--- src/rtl/usb1bd_rx_pkt_buf_pkg.sv ---
// Shared types and sizing for the USB1 device receive packet buffer.
// Pointer widths carry one extra wrap bit above the address.
package usb1bd_pkg;

  localparam int USB1BD_AW    = 6;
  localparam int USB1BD_LQ_AW = 2;

  typedef enum logic [1:0] {
    IDLE = 2'd0,
    RECV = 2'd1,
    DROP = 2'd2
  } state_t;

  function automatic int ptr_w(input int aw);
    return aw + 1;
  endfunction

endpackage

--- src/rtl/usb1bd_rx_pkt_buf_if.sv ---
// Decoder-facing and consumer-facing signal bundle of the RX packet buffer.
// master drives stimulus/consumption, slave is the buffer itself.
interface usb1bd_rx_pkt_buf_if #(
  parameter int AW    = 6,
  parameter int LQ_AW = 2
);

  logic [7:0]    rx_fifo_data;
  logic          rx_fifo_dvalid;
  logic          rx_fifo_ddone;
  logic          crc16_err;
  logic          flush;
  logic          rd_en;
  logic [7:0]    rd_data;
  logic          rd_empty;
  logic          pkt_avail;
  logic [AW:0]   pkt_len;
  logic          pkt_pop;
  logic [LQ_AW:0] pkt_cnt;
  logic          drop_crc;
  logic          drop_ovf;

  modport master (
    output rx_fifo_data, rx_fifo_dvalid, rx_fifo_ddone,
    output crc16_err, flush, rd_en, pkt_pop,
    input  rd_data, rd_empty, pkt_avail, pkt_len,
    input  pkt_cnt, drop_crc, drop_ovf
  );

  modport slave (
    input  rx_fifo_data, rx_fifo_dvalid, rx_fifo_ddone,
    input  crc16_err, flush, rd_en, pkt_pop,
    output rd_data, rd_empty, pkt_avail, pkt_len,
    output pkt_cnt, drop_crc, drop_ovf
  );

endinterface

--- src/rtl/usb1bd_rx_pkt_buf_len_q.sv ---
// Length queue: small synchronous FIFO of committed packet byte counts.
// Head reads as zero while empty so pkt_len is well defined.
module usb1bd_len_q #(
  parameter int W  = 7,
  parameter int AW = 2
) (
  input  logic         clk,
  input  logic         i_clr,
  input  logic         i_push,
  input  logic [W-1:0] i_data,
  input  logic         i_pop,
  output logic [W-1:0] o_head,
  output logic [AW:0]  o_cnt,
  output logic         o_full,
  output logic         o_empty
);

  localparam int DEPTH = 1 << AW;
  localparam logic [AW:0] ONE = (AW+1)'(1);
  localparam logic [AW:0] FULL_CNT = (AW+1)'(DEPTH);

  logic [W-1:0] r_mem [DEPTH];
  logic [AW:0]  r_wp;
  logic [AW:0]  r_rp;
  logic         w_push_ok;
  logic         w_pop_ok;

  assign o_cnt     = r_wp - r_rp;
  assign o_full    = (o_cnt == FULL_CNT);
  assign o_empty   = (r_wp == r_rp);
  assign o_head    = o_empty ? '0 : r_mem[r_rp[AW-1:0]];
  assign w_push_ok = i_push & ~o_full;
  assign w_pop_ok  = i_pop & ~o_empty;

  always_ff @(posedge clk) begin
    if (i_clr) begin
      r_wp <= '0;
      r_rp <= '0;
    end else begin
      if (w_push_ok) r_wp <= r_wp + ONE;
      if (w_pop_ok)  r_rp <= r_rp + ONE;
    end
  end

  always_ff @(posedge clk) begin
    if (w_push_ok && !i_clr)
      r_mem[r_wp[AW-1:0]] <= i_data;
  end

endmodule

--- src/rtl/usb1bd_rx_pkt_buf.sv ---
// Packet-granular RX buffer: speculative writes, commit on good CRC,
// rollback on CRC error or overflow, byte stream plus length queue out.
import usb1bd_pkg::*;

module usb1bd_rx_pkt_buf #(
  parameter int AW    = USB1BD_AW,
  parameter int LQ_AW = USB1BD_LQ_AW
) (
  input logic clk,
  input logic rst,
  usb1bd_rx_pkt_buf_if.slave bus
);

  localparam int PW    = ptr_w(AW);
  localparam int DEPTH = 1 << AW;

  typedef logic [PW-1:0] ptr_t;

  localparam ptr_t ONE       = ptr_t'(1);
  localparam ptr_t FULL_DIST = ptr_t'(DEPTH);

  logic [7:0] r_mem [DEPTH];

  ptr_t       r_wr_spec;
  ptr_t       r_wr_cmt;
  ptr_t       r_rd_ptr;
  ptr_t       r_cur_len;
  state_t     r_state;
  state_t     w_state_nxt;
  logic [7:0] r_rd_data;
  logic       r_drop_crc;
  logic       r_drop_ovf;

  logic       w_clr;
  logic       w_full;
  logic       w_rd_empty;
  logic       w_rd_acc;
  logic       w_wr_en;
  logic       w_ovf_now;
  logic       w_commit;
  logic       w_drop_crc;
  logic       w_drop_ovf;
  ptr_t       w_len_in;
  ptr_t       w_lq_head;
  logic [LQ_AW:0] w_lq_cnt;
  logic       w_lq_full;
  logic       w_lq_empty;
  logic       w_pop;

  assign w_clr      = rst | bus.flush;
  assign w_full     = ((r_wr_spec - r_rd_ptr) == FULL_DIST);
  assign w_rd_empty = (r_wr_cmt == r_rd_ptr);
  assign w_rd_acc   = bus.rd_en & ~w_rd_empty;
  assign w_len_in   = r_cur_len + ptr_t'(w_wr_en);
  assign w_pop      = bus.pkt_pop & ~w_lq_empty;

  always_ff @(posedge clk) begin
    if (w_clr) r_state <= IDLE;
    else       r_state <= w_state_nxt;
  end

  always_comb begin
    w_state_nxt = r_state;
    unique case (r_state)
      IDLE: begin
        if (bus.rx_fifo_ddone)
          w_state_nxt = IDLE;
        else if (bus.rx_fifo_dvalid && w_full)
          w_state_nxt = DROP;
        else if (bus.rx_fifo_dvalid)
          w_state_nxt = RECV;
      end
      RECV: begin
        if (bus.rx_fifo_ddone)
          w_state_nxt = IDLE;
        else if (bus.rx_fifo_dvalid && w_full)
          w_state_nxt = DROP;
      end
      DROP: begin
        if (bus.rx_fifo_ddone)
          w_state_nxt = IDLE;
      end
      default: w_state_nxt = IDLE;
    endcase
  end

  // An overflowing byte in the ddone cycle spoils the packet as a whole.
  always_comb begin
    w_wr_en    = bus.rx_fifo_dvalid & ~w_full & (r_state != DROP);
    w_ovf_now  = bus.rx_fifo_dvalid &  w_full & (r_state != DROP);
    w_commit   = 1'b0;
    w_drop_crc = 1'b0;
    w_drop_ovf = 1'b0;
    if (bus.rx_fifo_ddone) begin
      if (r_state == DROP || w_ovf_now)
        w_drop_ovf = 1'b1;
      else if (bus.crc16_err)
        w_drop_crc = 1'b1;
      else if (w_lq_full)
        w_drop_ovf = 1'b1;
      else
        w_commit = 1'b1;
    end
  end

  always_ff @(posedge clk) begin
    if (w_clr) begin
      r_wr_spec  <= '0;
      r_wr_cmt   <= '0;
      r_rd_ptr   <= '0;
      r_cur_len  <= '0;
      r_rd_data  <= '0;
      r_drop_crc <= 1'b0;
      r_drop_ovf <= 1'b0;
    end else begin
      r_drop_crc <= w_drop_crc;
      r_drop_ovf <= w_drop_ovf;
      if (w_wr_en)
        r_wr_spec <= r_wr_spec + ONE;
      if (w_drop_crc || w_drop_ovf)
        r_wr_spec <= r_wr_cmt;
      if (w_commit)
        r_wr_cmt <= r_wr_spec + ptr_t'(w_wr_en);
      if (bus.rx_fifo_ddone)
        r_cur_len <= '0;
      else if (w_wr_en)
        r_cur_len <= r_cur_len + ONE;
      if (w_rd_acc) begin
        r_rd_data <= r_mem[r_rd_ptr[AW-1:0]];
        r_rd_ptr  <= r_rd_ptr + ONE;
      end
    end
  end

  always_ff @(posedge clk) begin
    if (w_wr_en && !w_clr)
      r_mem[r_wr_spec[AW-1:0]] <= bus.rx_fifo_data;
  end

  usb1bd_len_q #(
    .W  (PW),
    .AW (LQ_AW)
  ) u_len_q (
    .clk     (clk),
    .i_clr   (w_clr),
    .i_push  (w_commit),
    .i_data  (w_len_in),
    .i_pop   (w_pop),
    .o_head  (w_lq_head),
    .o_cnt   (w_lq_cnt),
    .o_full  (w_lq_full),
    .o_empty (w_lq_empty)
  );

  assign bus.rd_data   = r_rd_data;
  assign bus.rd_empty  = w_rd_empty;
  assign bus.pkt_avail = ~w_lq_empty;
  assign bus.pkt_len   = w_lq_head;
  assign bus.pkt_cnt   = w_lq_cnt;
  assign bus.drop_crc  = r_drop_crc;
  assign bus.drop_ovf  = r_drop_ovf;

endmodule

--- src/flat_wrapper.sv ---
// flat-port wrapper written by rule: the top's interface ports become plain ports
module usb1bd_rx_pkt_buf_flat 
#(
  parameter int AW    = USB1BD_AW,
  parameter int LQ_AW = USB1BD_LQ_AW
)
  (clk, rst, bus_rx_fifo_data, bus_rx_fifo_dvalid, bus_rx_fifo_ddone, bus_crc16_err, bus_flush, bus_rd_en, bus_pkt_pop, bus_rd_data, bus_rd_empty, bus_pkt_avail, bus_pkt_len, bus_pkt_cnt, bus_drop_crc, bus_drop_ovf);
  usb1bd_rx_pkt_buf_if #(.AW(AW), .LQ_AW(LQ_AW)) bus_i ();
  input logic clk;
  input logic rst;
  input wire logic [$bits(bus_i.rx_fifo_data)-1:0] bus_rx_fifo_data;
  input wire logic [$bits(bus_i.rx_fifo_dvalid)-1:0] bus_rx_fifo_dvalid;
  input wire logic [$bits(bus_i.rx_fifo_ddone)-1:0] bus_rx_fifo_ddone;
  input wire logic [$bits(bus_i.crc16_err)-1:0] bus_crc16_err;
  input wire logic [$bits(bus_i.flush)-1:0] bus_flush;
  input wire logic [$bits(bus_i.rd_en)-1:0] bus_rd_en;
  input wire logic [$bits(bus_i.pkt_pop)-1:0] bus_pkt_pop;
  output wire logic [$bits(bus_i.rd_data)-1:0] bus_rd_data;
  output wire logic [$bits(bus_i.rd_empty)-1:0] bus_rd_empty;
  output wire logic [$bits(bus_i.pkt_avail)-1:0] bus_pkt_avail;
  output wire logic [$bits(bus_i.pkt_len)-1:0] bus_pkt_len;
  output wire logic [$bits(bus_i.pkt_cnt)-1:0] bus_pkt_cnt;
  output wire logic [$bits(bus_i.drop_crc)-1:0] bus_drop_crc;
  output wire logic [$bits(bus_i.drop_ovf)-1:0] bus_drop_ovf;
  assign bus_i.rx_fifo_data = bus_rx_fifo_data;
  assign bus_i.rx_fifo_dvalid = bus_rx_fifo_dvalid;
  assign bus_i.rx_fifo_ddone = bus_rx_fifo_ddone;
  assign bus_i.crc16_err = bus_crc16_err;
  assign bus_i.flush = bus_flush;
  assign bus_i.rd_en = bus_rd_en;
  assign bus_i.pkt_pop = bus_pkt_pop;
  assign bus_rd_data = bus_i.rd_data;
  assign bus_rd_empty = bus_i.rd_empty;
  assign bus_pkt_avail = bus_i.pkt_avail;
  assign bus_pkt_len = bus_i.pkt_len;
  assign bus_pkt_cnt = bus_i.pkt_cnt;
  assign bus_drop_crc = bus_i.drop_crc;
  assign bus_drop_ovf = bus_i.drop_ovf;
  usb1bd_rx_pkt_buf #(.AW(AW), .LQ_AW(LQ_AW)) u_core (.clk(clk), .rst(rst), .bus(bus_i));
endmodule
--- config.mk ---
export PLATFORM = sky130hd
export DESIGN_NAME = usb1bd_rx_pkt_buf_flat
export DESIGN_NICKNAME = d
export VERILOG_FILES = /design/src/rtl/usb1bd_rx_pkt_buf_pkg.sv /design/src/rtl/usb1bd_rx_pkt_buf_if.sv /design/src/rtl/usb1bd_rx_pkt_buf_len_q.sv /design/src/rtl/usb1bd_rx_pkt_buf.sv /design/src/flat_wrapper.sv
export SDC_FILE = /design/constraint.sdc
export NUM_CORES = 1
export LEC_CHECK = 0
export CORE_AREA = 5 5 201 203
export CTS_CLUSTER_SIZE = 14
export DETAILED_ROUTE_END_ITERATION = 8
export DIE_AREA = 0 0 206 208
export PLACE_DENSITY_LB_ADDON = 0.12
export SYNTH_ARGS = -nofsm -noshare
export SYNTH_HDL_FRONTEND = slang
export SYNTH_SLANG_ARGS = --single-unit
--- constraint.sdc ---
create_clock -name clk -period 9.8 [get_ports clk]
set_clock_uncertainty 0.05 [all_clocks]
set_input_delay 0.98 -clock clk [delete_from_list [all_inputs] [get_ports clk]]
set_output_delay 0.98 -clock clk [all_outputs]
set_load 0.005 [all_outputs]
==> impl_metrics.toml <==
[outcome]
status = "complete, no violations"

[sta]
setup_violations = 0
tightest_slew_ns = 0.993
timing.fmax_ghz = 0.190
fin_crit_ns = 5.27
rsz0062_at_grt = "false"
slew_viol_final = 0
fin_crit_sh = 0.538
tns_ns = 0
final-hold-violation-count = 0
slew_headroom = 0.338

[detailed_routing]
avgViaCountPerCell = 6.44
wire_per_inst_um = 28.4
drc = 0
routed_wl_mm = 52.4
ant_nets = 0
firstDrtPassIters = 5
drt_iter0_markers = 1280
vias = 11900

[final_layout]
layout.nets = 1324
drive_above_1_share = 0.213
syn2layout_area_growth_pct = 11.1
final_common_cell = "edfxtp_1"
mostFrequentLayoutCells = "540 x edfxtp_1, 155 x mux4_2, 104 x nor2_1"
fin_area_mm2 = 0.0262

[power]
irDropWorstVdd_v = 0.000182
power_leakage_nw = 8.13
power_density_mw_per_mm2 = 195

[synth]
synth_edf_count = 540
syn_avg_cell_area_um2 = 19.0
syn-num-nets = 1275
postSynth.asyncResetShare = 0
ys_seq_area_frac = 0.730
synthFlopType = "edfxtp_1"
syn_area_mm2 = 0.0235
ys.warnings.count = 0
ys_types = 60
ys_ff_latch = 588
syn_inst = 1238

[placement]
dpl_cell_area_mm2 = 0.0244
gp_congestion = 0.853
port_buffers = 37
place.detailed.hpwl_mm = 31.2

[global_routing]
grt_pass1_vias = 12100
grt_max_degree = 65
grt_usage = 0.249
antenna_found_initial = 1
grt_pass1_wl_mm = 78.6
gr-total-overflow = 0

[critical_path]
critPathRequiredTime_ns = 9.98
rr_worst_depth = 10
critPathKind = "reg -> reg"
critPathMaxFanout = 25
crit_arrival_ns = 5.45
end_kind = "register"
cp-start-kind = "register"

[floorplan]
rows = 72
ios = 38
dieWidth_um = 206
dieArea_mm2 = 0.0428
initial_core_util = 0.615
coreArea_mm2 = 0.0383
fp.dieH_um = 208

[clocking]
cts_buffers = 56
cts-root-buf = "clkbuf_16"
cts.path.max_buffers = 3
holdBufCountCts = 0
post_cts.repair.setup_buffers = 0
cts_tree = "yes"
htree_levels = 2
insertion_delay_ns = 0.62
clkSlewWorstSetupHoldPaths_ns = 0.07
cts_resized = 0
cts_sinks = 588

[worst_hold_path]
hp-class = "reg -> reg"
hold-path-cell-count = 1

[run]
maxCapViolCount = 0
registers in the layout, summed over array words and instances (netlist names), named ones only:
signal / flops
u_core.u_len_q.r_mem: 28
u_core.r_wr_spec: 7
u_core.r_cur_len: 7
u_core.bus.drop_crc: 1
u_core.r_state: 2
u_core.r_mem: 512
u_core.bus.rd_data: 8
u_core.r_wr_cmt: 7
u_core.bus.drop_ovf: 1
u_core.r_rd_ptr: 7
u_core.u_len_q.r_wp: 3
u_core.u_len_q.r_rp: 3
worst paths after layout:
check	slack (ns)	startpoint	to
worst min register to register	0.39	u_core.r_state[1]	u_core.r_state[0]
worst min-delay path	0.39	u_core.r_state[1]	u_core.r_state[0]
worst max-delay path	4.53	u_core.r_rd_ptr[2]	u_core.r_mem[46][4]
worst max register to register	4.53	u_core.r_rd_ptr[2]	u_core.r_mem[46][4]
synth_stat cells, types with 5 or more instances:
cell type	n	area, um2
and3_1	5	31.3
nand3_1	28	140
clkbuf_1	17	63.8
o22ai_1	5	31.3
buf_4	6	45.0
edfxtp_1	540	16200
buf_1	15	56.3
inv_1	16	60.1
ha_1	20	250
a211oi_1	5	37.5
nand2_1	66	248
xnor2_1	27	236
dfxtp_1	48	961
nor4_1	6	37.5
mux2i_1	10	100
o21ai_0	15	75.1
mux4_2	155	3490
nand4_1	5	31.3
a211oi_2	5	62.6
xor2_1	13	114
a22oi_1	9	67.6
a21oi_1	23	115
buf_2	23	115
o211ai_1	5	37.5
nor3_1	7	35.0
nor2_1	104	390
and2_1	10	62.6
cell type report:
type / instances / area, um2
Antenna cell: 1 / 2.50
Clock buffer: 65 / 1460
Clock inverter: 33 / 338
Fill cell: 2403 / 12100
Inverter: 18 / 67.6
Multi-Input combinational cell: 569 / 6000
Sequential cell: 588 / 17200
Tap cell: 518 / 648
Timing Repair Buffer: 54 / 458
worst max-delay path: stages, from the launching register on:
cell and delay [ns]:
dfxtp_1 0.87, inv_2 0.56, ha_1 0.48, nand2_1 0.08
a211o_1 0.30, a21oi_1 0.24, nor4_4 0.05, buf_4 0.21
nor2_2 0.30, nand4_1 0.80, nor2_1 0.89
kinds of logic after synthesis:
group,synth area share
AO/OA/AOI/OAI,0.0246
AND/OR/NAND/NOR,0.0515
buffers and inverters,0.0156
multiplexers,0.153
flip-flops,0.730
XOR/XNOR,0.0149
adder cells (fa/ha/maj),0.0115
layer usage:
layer	track usage	vias to the layer above	part of all wire
li1	-	5064	-
met1	0.370	6116	0.41
met2	0.381	631	0.48
met3	0.0575	81	0.090
met4	0.0695	0	0.026
met5	0	-	0
report_power, final:
group	total, mW	leakage (nW)	switching, mW	internal [mW]
Clock	2.13	0.878	0.893	1.24
Sequential	2.76	5.28	0.0143	2.74
Combinational	0.201	1.97	0.126	0.0749
per-stage QoR:
stage          setup slack, ns  cells  hold slack [ns]  power [mW]   util
2_1_floorplan             6.04   1238            0.364        2.92      -
3_3_place_gp              4.91   1747            0.373        3.01  0.636
3_5_place_dp              4.68   1747            0.393        3.01  0.636
4_1_cts                   4.60   1845            0.398        5.12  0.683
5_1_grt                   4.30   1845            0.416        5.24  0.683
6_report                  4.53   1846            0.395        5.09  0.683
Power figures use the tool's default switching activity.
